File: src/rtl/t03_timer_pkg.sv
// Shared types and default parameters for the t03 hardware timer.
// Channel FSM encoding and the cmp_sel width helper live here.
package t03_timer_pkg;

    localparam int DEF_WIDTH   = 32;
    localparam int DEF_PRE_W   = 16;
    localparam int DEF_NUM_CMP = 2;

    typedef enum logic {
        CH_IDLE  = 1'b0,
        CH_ARMED = 1'b1
    } ch_state_t;

    // A single channel still needs a 1-bit select port.
    function automatic int sel_w(input int n);
        return (n > 1) ? $clog2(n) : 1;
    endfunction

endpackage

File: src/rtl/t03_timer_cmp_ch.sv
// One compare channel: value/mode registers, IDLE/ARMED FSM, sticky match flag.
// Flag is set on the increment edge whose new count equals the value; no backpressure.
module t03_timer_cmp_ch
    import t03_timer_pkg::*;
#(
    parameter int WIDTH = DEF_WIDTH
) (
    input  logic             clk,
    input  logic             rst,
    input  logic             inc,
    input  logic [WIDTH-1:0] next_count,
    input  logic             wr,
    input  logic [WIDTH-1:0] wr_data,
    input  logic             wr_periodic,
    input  logic             ack,
    output logic             flag
);

    ch_state_t        state;
    ch_state_t        state_nxt;
    logic [WIDTH-1:0] cmp_val;
    logic             periodic;
    logic             match;

    always_ff @(posedge clk or posedge rst) begin
        if (rst) begin
            state <= CH_IDLE;
        end else begin
            state <= state_nxt;
        end
    end

    always_comb begin
        state_nxt = state;
        if (wr) begin
            state_nxt = CH_ARMED;
        end else if (match && !periodic) begin
            state_nxt = CH_IDLE;
        end
    end

    // A write in the match cycle replaces the old value, so it suppresses the match.
    always_comb begin
        match = (state == CH_ARMED) && inc && !wr && (next_count == cmp_val);
    end

    always_ff @(posedge clk or posedge rst) begin
        if (rst) begin
            cmp_val  <= '0;
            periodic <= 1'b0;
            flag     <= 1'b0;
        end else begin
            if (wr) begin
                cmp_val  <= wr_data;
                periodic <= wr_periodic;
            end
            if (match) begin
                flag <= 1'b1;
            end else if (ack) begin
                flag <= 1'b0;
            end
        end
    end

endmodule

File: src/rtl/t03_hw_timer.sv
// Free-running prescaled timer with NUM_CMP compare channels, overflow flag and masked irq.
// Count/flags update on the tick edge, irq lags flags by one cycle; never stalls.
module t03_hw_timer
    import t03_timer_pkg::*;
#(
    parameter int WIDTH   = DEF_WIDTH,
    parameter int PRE_W   = DEF_PRE_W,
    parameter int NUM_CMP = DEF_NUM_CMP
) (
    input  logic                          clk,
    input  logic                          rst,
    input  logic                          en,
    input  logic [PRE_W-1:0]              prescale,
    input  logic                          clear,
    input  logic                          cmp_wr,
    input  logic [sel_w(NUM_CMP)-1:0]     cmp_sel,
    input  logic [WIDTH-1:0]              cmp_data,
    input  logic                          cmp_periodic,
    input  logic [NUM_CMP:0]              irq_en,
    input  logic [NUM_CMP:0]              irq_ack,
    output logic [WIDTH-1:0]              count,
    output logic                          tick,
    output logic [NUM_CMP:0]              flags,
    output logic                          irq
);

    localparam int SEL_W = sel_w(NUM_CMP);

    logic [PRE_W-1:0]   pre_cnt;
    logic [WIDTH-1:0]   count_nxt;
    logic               inc;
    logic               ovf;
    logic [NUM_CMP-1:0] cmp_flags;

    // >= lets a divisor lowered below pre_cnt fire on the next enabled cycle.
    assign inc       = en && !clear && (pre_cnt >= prescale);
    assign count_nxt = count + WIDTH'(1);

    always_ff @(posedge clk or posedge rst) begin
        if (rst) begin
            pre_cnt <= '0;
            count   <= '0;
            tick    <= 1'b0;
        end else if (clear) begin
            pre_cnt <= '0;
            count   <= '0;
            tick    <= 1'b0;
        end else if (en) begin
            if (pre_cnt >= prescale) begin
                pre_cnt <= '0;
                count   <= count_nxt;
                tick    <= 1'b1;
            end else begin
                pre_cnt <= pre_cnt + PRE_W'(1);
                tick    <= 1'b0;
            end
        end else begin
            tick <= 1'b0;
        end
    end

    always_ff @(posedge clk or posedge rst) begin
        if (rst) begin
            ovf <= 1'b0;
        end else if (inc && (&count)) begin
            ovf <= 1'b1;
        end else if (irq_ack[NUM_CMP]) begin
            ovf <= 1'b0;
        end
    end

    for (genvar i = 0; i < NUM_CMP; i++) begin : g_ch
        localparam logic [SEL_W-1:0] SEL = SEL_W'(i);

        t03_timer_cmp_ch #(
            .WIDTH (WIDTH)
        ) u_ch (
            .clk         (clk),
            .rst         (rst),
            .inc         (inc),
            .next_count  (count_nxt),
            .wr          (cmp_wr && (cmp_sel == SEL)),
            .wr_data     (cmp_data),
            .wr_periodic (cmp_periodic),
            .ack         (irq_ack[i]),
            .flag        (cmp_flags[i])
        );
    end

    assign flags = {ovf, cmp_flags};

    always_ff @(posedge clk or posedge rst) begin
        if (rst) begin
            irq <= 1'b0;
        end else begin
            irq <= |(flags & irq_en);
        end
    end

endmodule

File: config.mk
export PLATFORM = sky130hd
export DESIGN_NAME = t03_hw_timer
export DESIGN_NICKNAME = d
export VERILOG_FILES = /design/src/rtl/t03_timer_pkg.sv /design/src/rtl/t03_timer_cmp_ch.sv /design/src/rtl/t03_hw_timer.sv
export SDC_FILE = /design/constraint.sdc
export NUM_CORES = 1
export LEC_CHECK = 0
export BUFFER_PORTS_ARGS = -buffer_cell sky130_fd_sc_hd__buf_2
export CORE_AREA = 2 2 153 155
export CTS_CLUSTER_DIAMETER = 30
export DETAILED_ROUTE_END_ITERATION = 6
export DIE_AREA = 0 0 155 157
export PLACE_DENSITY = 0.45
export SKIP_CTS_REPAIR_TIMING = 1
export SLEW_MARGIN = 10
export SYNTH_ARGS = -nofsm -noshare
export SYNTH_HDL_FRONTEND = slang
export SYNTH_HIERARCHICAL = 1
export SYNTH_SLANG_ARGS = --single-unit
File: constraint.sdc
create_clock -name clk -period 3.3 [get_ports clk]
set_input_delay 0.66 -clock clk [delete_from_list [all_inputs] [get_ports clk]]
set_output_delay 0.66 -clock clk [all_outputs]
set_load 0.02 [all_outputs]
==> qor.yml <==
multi_input_area_um2: 3530
worstMarginPinSlew_ns: 0.781
powerDensity_nw_per_um2: 460
wl_um: 18900
grtUsageMet2_pct: 28.0
peakVddDrop_mv: 0.320
cts_sinks: 121
insertion_delay_ns: 0.41
yosys-top-cells-area: "dfrtp_1, mux2_2, xnor2_1"
finalCritPeriodShare_pct: 95.8
drtIter0Drc: 252
cap_violations: 0
io_buffers: 97
cts_tree: "built"
hpwl_um: 14400
synth_cell_types: 45
gr-usage-met3_pct: 3.83
yosys.area.top_type_share_pct: 45.2
path_class: "flip-flop to flip-flop"
n_antenna_cell: 0
die_h_um: 157
critPathLaunchType: "flip-flop"
critPathCaptureType: "flip-flop"
slew_headroom_pct: 47.9
grt_pass1_vias: 5472
clk_path_buf_depth: 2
postRouteAntennaNets: 0
routed_via_density: 4.89
cts-root-buf: "clkbuf_16"
arrival_ns: 3.45
synthesis.area_um2: 6700
vias: 5301
synth_area_leader_cell: "dfrtp_1"
hp-class: "input pin to async pin"
ff_latch_area_um2: 3030
critPathRequiredTime_ns: 3.59
antenna_found_initial: 0
grt.busiest_layer: "met2"
synthCells: 634
finalPower_mw: 3.94
core-area_um2: 22500
clock_skew_ns: 0.00775
grt_max_degree: 52
die-area_um2: 24300
rsz0062_at_grt: "yes"
cts_buffers: 17
start_util_pct: 29.8
max_freq_mhz: 316
layout-drive-gt1-share_pct: 35.1
ios: 98
status: "complete, no violations"
clk_pin_slew_worst_paths_ns: 0.06
nFillCells: 2220
crit_fanout: 4
fp-row-count: 55
syn_to_final_growth_pct: 28.0
slew_violations: 0
ys_ff_latch: 121
grt_overflow: 0
grt_pass1_wl_um: 30200
final-setup-viol-count: 0
ys_warn_count: 6
h-tree-depth: 4
ys_seq_area_share_pct: 45.2
routedWlPerCell_um: 17.4
min_period_ns: 3.16
die_x_um: 155
gp_congestion: 0.838
drt-pass1-iter-count: 5
power.static_leakage_nw: 3.76
syn_nets: 713
syn_area_per_cell_um2: 10.6
finalHoldViolCount: 0
grt_usage_pct: 16.2
num-nets-final: 866
whs_ns: 0.380
drc_errors: 0
grt_use_met1_pct: 20.7
==> synth_stat cells <==
master / n
or2_1: 2
and4_1: 4
o22ai_1: 2
o221ai_1: 1
nor2b_1: 3
or3_1: 23
and2_1: 2
nand2_1: 28
a31oi_1: 2
o21a_1: 2
o21ai_0: 23
mux2_2: 67
o21ba_2: 2
nand3_1: 18
a21oi_1: 32
or2_2: 7
o31ai_2: 1
o311ai_0: 5
a2111oi_0: 1
buf_6: 1
nand2b_1: 4
or4_1: 6
ha_1: 18
nor4_1: 8
nor2_1: 32
inv_1: 29
or3_4: 2
clkbuf_1: 14
o31ai_1: 5
nor3_1: 9
a21o_1: 2
buf_2: 8
o31a_1: 2
a222oi_1: 1
buf_4: 1
nand4_1: 28
and3_1: 6
xnor2_1: 74
xor2_1: 32
nand4_2: 1
nand3_4: 1
dfrtp_1: 121
mux2i_1: 2
o21ai_1: 1
a2111oi_2: 1
==> power breakdown <==
group          internal (mW)  switching, mW
registers               1.61         0.0874
clock network           1.17          0.679
logic                  0.221          0.176
==> area by class of cell <==
type                       count  area share, %
tap                          285           4.16
sequential                   121           35.3
multi-input combinational    460           41.2
inverter                      29           1.27
timing repair buffer         158           11.2
clock inverter                10           1.39
clock buffer                  22           5.53
==> worst max-delay path, cell delays in order (launching register included) <==
cell	delay [ns]
dfrtp_1	0.39
nand2_1	0.08
or3_4	0.40
or4_4	0.54
buf_4	0.17
xnor2_4	0.15
buf_4	0.16
xnor2_1	0.11
nand4_1	0.19
nor4_2	0.36
nand4_1	0.18
o31a_1	0.32
==> cell families after synthesis <==
kind of cell	share of synthesized area [%]
AND/OR/NAND/NOR	15.1
flip-flops	45.2
XOR/XNOR	13.9
AO/OA/AOI/OAI	7.60
multiplexers	11.6
buffers and inverters	3.29
adder cells (fa/ha/maj)	3.36
==> layer usage <==
layer | vias to the layer above | part of all wire [%]
met5 | - | 0
met4 | 0 | 1.0
met3 | 15 | 4.1
met2 | 114 | 49
met1 | 2614 | 46
li1 | 2558 | -
==> path summary, 6_finish.rpt <==
path	from	slack [ns]	depth (start not counted)	to
hold reg to reg	g_ch[0].u_ch/periodic$_DFFE_PP0P_	0.51	1	g_ch[0].u_ch/periodic$_DFFE_PP0P_
hold / removal	rst	0.38	3	g_ch[0].u_ch/cmp_val[5]$_DFFE_PP0P_
min in group clk	irq_ack[2]	0.46	2	ovf$_DFFE_PP0P_
setup reg to reg	count[0]$_DFFE_PP0P_	0.14	11	g_ch[1].u_ch/state$_DFFE_PP0P_
max in group asynchronous	rst	2.37	3	count[16]$_DFFE_PP0P_
setup / recovery	count[0]$_DFFE_PP0P_	0.14	11	g_ch[1].u_ch/state$_DFFE_PP0P_
==> per-stage QoR <==
| stage | setup TNS (ns) | cells | worst slack (ns) | instance area (um^2) | util, % |
|---|---|---|---|---|---|
| 3_5_place_dp | 0 | 1048 | 0.0302 | 7880 | 35.0 |
| 2_1_floorplan | 0 | 634 | 0.109 | 6700 | - |
| 3_3_place_gp | 0 | 1048 | 0.0851 | 7880 | 35.0 |
| 6_report | 0 | 1085 | 0.139 | 8570 | 38.1 |
| 5_1_grt | -0.0212 | 1085 | -0.0212 | 8570 | 38.1 |
| 4_1_cts | -0.0139 | 1080 | -0.0139 | 8470 | 37.6 |
==> state kept, by name, summed over array words and instances, names as in the netlist <==
register and flops:
g_ch.u_ch/periodic 2, ovf 1, g_ch.u_ch/state 2, g_ch.u_ch/cmp_val 64, tick 1, g_ch.u_ch/flag 2, irq 1, pre_cnt 16
count 32
==> placed cells by master, fill, tap and decap left out, types with 4 or more instances in the layout <==
cell type and n:
dfrtp_1 121, and4_1 4, o31ai_1 5, buf_2 97, buf_4 60, nor3_1 8
nand2_1 28, xor2_1 31, mux2_2 67, nand4_1 28, or4_1 5, inv_1 28
nand3_1 18, clkbuf_16 17, a21oi_1 32, and3_1 6, xnor2_1 72, o311ai_0 5
or3_1 22, o21ai_0 23, nand2b_1 4, nor4_1 6, ha_1 17, nor2_1 32
or2_2 7
Power figures use the tool's default switching activity.
